### src/rtl/dmem_pkg.sv
// Shared types and constants for the data-memory bus bridge.
// Holds the bridge state encoding and the alignment helper.
package dmem_pkg;

    localparam int DATA_W_DEF      = 32;
    localparam int TIMEOUT_CYC_DEF = 64;

    localparam logic [1:0] ALIGN_MASK = 2'b11;

    typedef enum logic [2:0] {
        IDLE    = 3'd0,
        ST_PEND = 3'd1,
        LD_REQ  = 3'd2,
        LD_WAIT = 3'd3,
        LD_DONE = 3'd4
    } state_e;

    function automatic logic is_misaligned(input logic [1:0] lsb);
        return |(lsb & ALIGN_MASK);
    endfunction

endpackage

### src/rtl/dmem_bridge_timeout.sv
// Wait-cycle counter for the bus bridge.
// Flags expiry once TIMEOUT_CYC-1 cycles have been counted.
module bus_timeout_ctr #(
    parameter int TIMEOUT_CYC = 64
) (
    input  logic clk,
    input  logic rst,
    input  logic clr,
    input  logic en,
    output logic expired
);

    localparam int CW = (TIMEOUT_CYC > 1) ? $clog2(TIMEOUT_CYC) : 1;
    localparam logic [CW-1:0] LAST = CW'(TIMEOUT_CYC - 1);

    logic [CW-1:0] cnt_q;
    logic [CW-1:0] cnt_d;

    assign expired = (cnt_q == LAST);

    // Next count: clear on state change, saturate at the expiry value.
    always_comb begin
        cnt_d = cnt_q;
        if (clr) begin
            cnt_d = '0;
        end else if (en && !expired) begin
            cnt_d = cnt_q + 1'b1;
        end
    end

    // Count register.
    always_ff @(posedge clk) begin
        if (rst) begin
            cnt_q <= '0;
        end else begin
            cnt_q <= cnt_d;
        end
    end

endmodule

### src/rtl/dmem_bridge.sv
// Core data-memory port to handshaked bus bridge.
// One posted store slot, stalling loads, timeout and sticky error.
module dmem_bridge
    import dmem_pkg::*;
#(
    parameter int DATA_W      = DATA_W_DEF,
    parameter int TIMEOUT_CYC = TIMEOUT_CYC_DEF
) (
    input  logic              clk,
    input  logic              rst,
    input  logic              core_en,
    input  logic              core_we,
    input  logic [DATA_W-1:0] core_addr,
    input  logic [DATA_W-1:0] core_wdata,
    output logic [DATA_W-1:0] core_rdata,
    output logic              core_stall,
    output logic              bus_req,
    output logic              bus_we,
    output logic [DATA_W-1:0] bus_addr,
    output logic [DATA_W-1:0] bus_wdata,
    input  logic              bus_ready,
    input  logic              bus_rvalid,
    input  logic [DATA_W-1:0] bus_rdata,
    output logic              err
);

    state_e            state_q, state_d;
    logic [DATA_W-1:0] addr_q, addr_d;
    logic [DATA_W-1:0] wdata_q, wdata_d;
    logic [DATA_W-1:0] rdata_q, rdata_d;
    logic              err_q, err_d;

    logic              tmo_en;
    logic              tmo_clr;
    logic              tmo_expired;
    logic [DATA_W-1:0] core_addr_al;

    assign core_addr_al = {core_addr[DATA_W-1:2], 2'b00};

    assign tmo_en  = (state_q == ST_PEND) ||
                     (state_q == LD_REQ)  ||
                     (state_q == LD_WAIT);
    assign tmo_clr = (state_d != state_q);

    bus_timeout_ctr #(
        .TIMEOUT_CYC(TIMEOUT_CYC)
    ) u_tmo (
        .clk    (clk),
        .rst    (rst),
        .clr    (tmo_clr),
        .en     (tmo_en),
        .expired(tmo_expired)
    );

    // Bus side is driven only from state and capture registers.
    assign bus_req    = (state_q == ST_PEND) || (state_q == LD_REQ);
    assign bus_we     = (state_q == ST_PEND);
    assign bus_addr   = addr_q;
    assign bus_wdata  = wdata_q;
    assign core_rdata = rdata_q;
    assign err        = err_q;

    // Next-state, capture and stall decode.
    always_comb begin
        state_d    = state_q;
        addr_d     = addr_q;
        wdata_d    = wdata_q;
        rdata_d    = rdata_q;
        err_d      = err_q;
        core_stall = 1'b0;
        unique case (state_q)
            IDLE: begin
                if (core_en) begin
                    if (is_misaligned(core_addr[1:0])) begin
                        err_d = 1'b1;
                        if (!core_we) begin
                            core_stall = 1'b1;
                            rdata_d    = '0;
                            state_d    = LD_DONE;
                        end
                    end else if (core_we) begin
                        addr_d  = core_addr_al;
                        wdata_d = core_wdata;
                        state_d = ST_PEND;
                    end else begin
                        core_stall = 1'b1;
                        addr_d     = core_addr_al;
                        state_d    = LD_REQ;
                    end
                end
            end
            ST_PEND: begin
                core_stall = core_en;
                if (bus_ready) begin
                    state_d = IDLE;
                end else if (tmo_expired) begin
                    err_d   = 1'b1;
                    state_d = IDLE;
                end
            end
            LD_REQ: begin
                core_stall = 1'b1;
                if (bus_ready) begin
                    state_d = LD_WAIT;
                end else if (tmo_expired) begin
                    err_d   = 1'b1;
                    rdata_d = '0;
                    state_d = LD_DONE;
                end
            end
            LD_WAIT: begin
                core_stall = 1'b1;
                if (bus_rvalid) begin
                    rdata_d = bus_rdata;
                    state_d = LD_DONE;
                end else if (tmo_expired) begin
                    err_d   = 1'b1;
                    rdata_d = '0;
                    state_d = LD_DONE;
                end
            end
            LD_DONE: begin
                state_d = IDLE;
            end
            default: begin
                state_d = IDLE;
            end
        endcase
    end

    // State and capture registers.
    always_ff @(posedge clk) begin
        if (rst) begin
            state_q <= IDLE;
            addr_q  <= '0;
            wdata_q <= '0;
            rdata_q <= '0;
            err_q   <= 1'b0;
        end else begin
            state_q <= state_d;
            addr_q  <= addr_d;
            wdata_q <= wdata_d;
            rdata_q <= rdata_d;
            err_q   <= err_d;
        end
    end

endmodule

### config.mk
export PLATFORM = sky130hd
export DESIGN_NAME = dmem_bridge
export DESIGN_NICKNAME = d
export VERILOG_FILES = /design/src/rtl/dmem_pkg.sv /design/src/rtl/dmem_bridge_timeout.sv /design/src/rtl/dmem_bridge.sv
export SDC_FILE = /design/constraint.sdc
export NUM_CORES = 1
export LEC_CHECK = 0
export BUFFER_PORTS_ARGS = -buffer_cell sky130_fd_sc_hd__buf_2
export CELL_PAD_IN_SITES_DETAIL_PLACEMENT = 1
export CELL_PAD_IN_SITES_GLOBAL_PLACEMENT = 1
export CORE_MARGIN = 2
export CORE_UTILIZATION = 32
export CTS_CLUSTER_SIZE = 40
export DETAILED_ROUTE_END_ITERATION = 8
export PLACE_DENSITY = 0.9
export SETUP_SLACK_MARGIN = 0.4
export SLEW_MARGIN = 40
export SYNTH_ARGS = -nofsm -noshare
export SYNTH_HDL_FRONTEND = slang
export SYNTH_SLANG_ARGS = --single-unit
export TNS_END_PERCENT = 5
### constraint.sdc
create_clock -name clk -period 1.97 [get_ports clk]
set_input_delay 0.197 -clock clk [delete_from_list [all_inputs] [get_ports clk]]
set_output_delay 0.197 -clock clk [all_outputs]
set_load 0.03 [all_outputs]
Yosys cells after proc, flatten, opt, wreduce, memory -nomap -nowiden

Index checks and enable logic that the tools add are counted.

Register bits after elaboration: 104
Bits in latches: 0
RAM bits: 0
Bits in read-only memories: 0
Bits of input ports: 102
Logic and storage cells: 60
Memories: 0

Add/subtract/negate cells: 1
Multiply operators: 0
Divide/modulo/power cells: 0
Order comparisons: 0
Equal/unequal tests: 11
Shifts and indexed selects: 0
Muxes and demuxes: 26
Bitwise operators: 1
Reductions and logical operators: 15

Operator list:

| operator            | number |
|---|---|
| $mux 32             | 6 |
| $pmux 32 s3         | 1 |
| $mux 3              | 8 |
| $ne 2x2->1 const B  | 6 |
| $pmux 3 s4          | 1 |
| $reduce_and 5->1    | 2 |
| $reduce_or 2->1     | 4 |
| $mux 1              | 7 |
| $add 6x1->6 const B | 1 |
| $eq 3x2->1 const B  | 2 |
| $eq 6x6->1 const B  | 1 |
| $pmux 1 s3          | 2 |
| $reduce_bool 3->1   | 2 |
| $reduce_and 4->1    | 1 |
| $eq 3x1->1 const B  | 1 |
| $logic_not 3->1     | 1 |
| $ne 3x3->1          | 1 |
| $reduce_and 3->1    | 1 |
| $logic_or 1x1->1    | 2 |
| $mux 2              | 1 |
| $logic_and 1x1->1   | 1 |
| $logic_not 1->1     | 1 |
| $not 1->1           | 1 |

Logic depth before layout (Yosys ltp)

Depth after elaboration: 6
Depth in mapped cells: 7

Cells and area by module

Synthesis repeated with hierarchy kept, for this count alone.

Cells, all modules: 520
Area total of the unflattened synthesis: 4413.0 um2

By module, submodules not included:

| module          | instances | cells each | area each (um2) | seq. area each (um2) |
|---|---|---|---|---|
| dmem_bridge     | 1         | 488        | 4120.2          | 1961.9 |
| bus_timeout_ctr | 1         | 32         | 292.8           | 120.1 |

Worst setup path after synthesis

Ideal clock, no wire load.

Path type: register to register
From: reg u_tmo.cnt_q[0]
To: reg u_tmo.cnt_q[4]
Data arrival time: 1500 ps
Path slack: 382 ps
Cell stages (with the launch flop): 6
Buffers on the path: 0
Cell sequence: dfxtp_1 ha_1 and3_1 a31oi_2 o311ai_2 nor4_2

Word-level cells in the longest chain between the ends: 6

RTL lines:

| element                          | RTL line                                                  | text |
|---|---|---|
| from (decl)                      | dmem_bridge_timeout.sv:16                                 | `logic [CW-1:0] cnt_q;` |
| from (signal assigned)           | dmem_bridge_timeout.sv:36                                 | `cnt_q <= cnt_d;` |
| $eq 6x6->1                       | dmem_bridge_timeout.sv:19                                 | `assign expired = (cnt_q == LAST);` |
| $mux 3, on equally long branches | dmem_bridge.sv:105, dmem_bridge.sv:116, dmem_bridge.sv:96 |  |
| $mux 3, on equally long branches | dmem_bridge.sv:113, dmem_bridge.sv:94, dmem_bridge.sv:103 |  |
| $pmux 3 s4                       | dmem_bridge.sv:71                                         | `unique case (state_q)` |
| $ne 3x3->1                       | dmem_bridge.sv:43                                         | `assign tmo_clr = (state_d != state_q);` |
| $reduce_or 2->1 (no source line) | --                                                        |  |

Several ways; a longest one is shown, not always the timed one.
A chain may end at the register's enable or synchronous reset.

Worst setup path after layout

From: reg u_tmo.cnt_q[1]
To: reg rdata_q[23], in the netlist core_rdata[23]

Word-level cells in the longest chain between the ends: 4

RTL lines:

| element                           | RTL line                  | text |
|---|---|---|
| $eq 6x6->1 *                      | dmem_bridge_timeout.sv:19 |  |
| $mux 32 *                         | --                        |  |
| $mux 32, on equally long branches | --                        |  |
| $pmux 32 s3 *                     | --                        |  |
| to (signal assigned)              | dmem_bridge.sv:143        | `rdata_q <= rdata_d;` |
| to (decl)                         | dmem_bridge.sv:30         | `logic [DATA_W-1:0] rdata_q, rdata_d;` |

Mark *: on every way between the ends. The rest lies on a longest branch, timed or not. The select of a mux whose other input is x is not followed.

==> run metrics <==
clk sink count 104; power after layout 4760 uW; # setup viols final 0; CTS tree yes; Avg Vias per Cell 4.95; worst hold path startpoint core_addr[18]; Starting Density 32.7%; vias in the first global route 4482; Post-route DRC 0; Clock Skews 0.0101 ns; I/O Buffers 199; Die W 117 um; Seq cells post-synth 104; Worst Hold Class in2reg; clk_lat worst skew 0.35 ns; met3 Resource Use GR 3.99%; Synth cell types 46; max_slew headroom 64.2%; Leak 0.00250 uW; max cap viols 0; CTS max path bufs 2; first-pass GRT wire length 22500 um; DP Area 5290 sq um; Initial DRC Count 169; largest area contributor in the netlist dfxtp_1; # diodes 0; number of warnings issued by yosys 0; pwr dens 811 nW/um^2; top-count cell post-synth nand2_1; met1 usage in global routing 22.0%; largest cells by area after synthesis dfxtp_1 (51%), nand2_1 (15%), a21oi_1 (12%); Worst Tran Pin Value 0.537 ns; GR peak layer met2; CP Data Required Time 2.18 ns; synth-to-layout area growth 42.8%; startpoint types flip-flop; Register-to-Register Path Depth 6; Slew Limit Fails 0; reg2reg end core_rdata[23]; Commonest cells post-synth nand2_1 (163), dfxtp_1 (104), a21oi_1 (97); kind of end point of the critical path flip-flop; cts bufs inserted 9; post-detail-place hpwl 9870 um; Post-Syn Area 4110 sq um; WL/cell 16.6 um; drt pass-1 iters 4; Post-Route WL 14400 um; ANT nets after route 0; chip height 117 um; residual overflow from global routing 0; Via Count 4293; Cell Count, Final, Fillers Out 868; FF-to-FF setup slack 0.28 ns; Die ar. 13800 sq um; status complete, no violations; register area share after synthesis 50.6%; Total GRT Usage 20.1%; H-tree depth 3; Hold Path Sink bus_addr[18]; minimum clock period 1.69 ns; share of the synthesized area in the top cell type 50.6%; GP Congestion 0.807; RSZ-0062 raised after global routing true; Tcrit/Tclk final 86.0%; Syn Area/Cell 8.14 sq um; Placed Cells 845; end-of-flow core utilization 46.7%; largest net degree at the start of global routing 51; CP Data Arrival Time 1.90 ns; antenna violations before repair 0; Fmax achieved 590 MHz; R2R Path Start u_tmo.cnt_q[1]; CP Class reg2reg; Async S/R FF share, synth 0%; CP Max Fanout 17; clk slew on worst S/H paths 0.07 ns; Floorplan Core Area 12600 sq um; site row count 41; final instance area 5870 sq um; Layout Nets 794; Final Hold Fails 0; worst vdd ir 0.489 mV; met2 Usage GRT 36.2%; dominant synthesized flop cell dfxtp_1; synthesized instance count 505; clock root cell clkbuf_16; final setup TNS 0 ns; WHS Path Cells 3; Top Ports 202; share of cells above drive strength 1 39.1%; EDFF count, synth 0; fillers 1560
layer usage:
layer / vias up / share of wire, %
li1: 2090 / -
met2: 128 / 52
met5: - / 0
met1: 2031 / 40
met3: 44 / 4.0
met4: 0 / 3.9
stage by stage:
step,setup slack [ns],hold WS [ns]
after floorplan,0.405,0.333
after global placement,0.200,0.438
after detailed placement,0.0554,0.446
after CTS,0.358,0.0750
after global routing,0.225,0.0826
final,0.275,0.0828
layout by cell type (no fill, tap or decap), drive strengths merged, types with 5 or more instances in the layout:
master and count:
a21oi 97, buf 215, clkbuf 14, dfxtp 104, nand2 163, nor2 7
nor3 5, o21ai 6, o31ai 33
flip-flops by register name, indices dropped and copies added, names as in the netlist:
name,count
bus_wdata,32
core_rdata,32
u_tmo.cnt_q,6
state_q,3
bus_addr,30
err,1
critical path, stage by stage (launching register included):
cell     delay (ns)
dfxtp_4        0.37
ha_4           0.16
and3_4         0.22
a31oi_4        0.16
buf_12         0.21
o31ai_1        0.31
a21oi_1        0.12
worst max path at each step:
| stage | start | end | slack (ns) | cells after the start |
|---|---|---|---|---|
| 6_report | u_tmo.cnt_q[1] | core_rdata[23] | 0.28 | 6 |
| 2_1_floorplan | u_tmo.cnt_q[0] | u_tmo.cnt_q[4] | 0.41 | 5 |
| 4_1_cts | u_tmo.cnt_q[0] | core_rdata[2] | 0.36 | 6 |
| 5_1_grt | u_tmo.cnt_q[1] | core_rdata[23] | 0.22 | 6 |
| 3_3_place_gp | state_q[1] | core_rdata[27] | 0.20 | 5 |
| 3_5_place_dp | state_q[1] | u_tmo.cnt_q[2] | 0.06 | 4 |
repair_timing:
action	CTS	global route
setup buffers	0	4
hold buffers	0	0
pin swaps	3	2
cloned	1	2
gates resized for setup	23	22
endpoints found under the setup margin	105	87
cell type report:
cell class                      instances  area, sq um  share of cell area, %
Inverter                                2         7.51                  0.128
Clock inverter                          4         51.3                  0.874
Multi-Input combinational cell        357         1990                   33.9
Tap cell                              172          215                   3.67
Sequential cell                       104         2100                   35.7
Clock buffer                           12          246                   4.20
Timing Repair Buffer                  217         1260                   21.5
cells by family (layout without fill, tap and decap cells):
logic type / Yosys count / in the layout / share of synthesized area (%)
adders and majority gates: 1 / 1 / 0.304
AOI/OAI and AO/OA: 152 / 152 / 22.3
other: 1 / 2 / 0.0912
muxes: 1 / 1 / 0.243
and+or+nand+nor: 198 / 198 / 20.5
DFF: 104 / 104 / 50.6
buffers and inverters: 45 / 235 / 5.20
xor gates and xnor gates: 3 / 3 / 0.639
power breakdown:
group | total, uW | internal [uW] | switching (uW)
combinational | 744 | 276 | 469
sequential | 2190 | 2150 | 44.8
clock | 1820 | 1020 | 796
total | 4760 | 3450 | 1310
(Power assumes the default switching activity.)
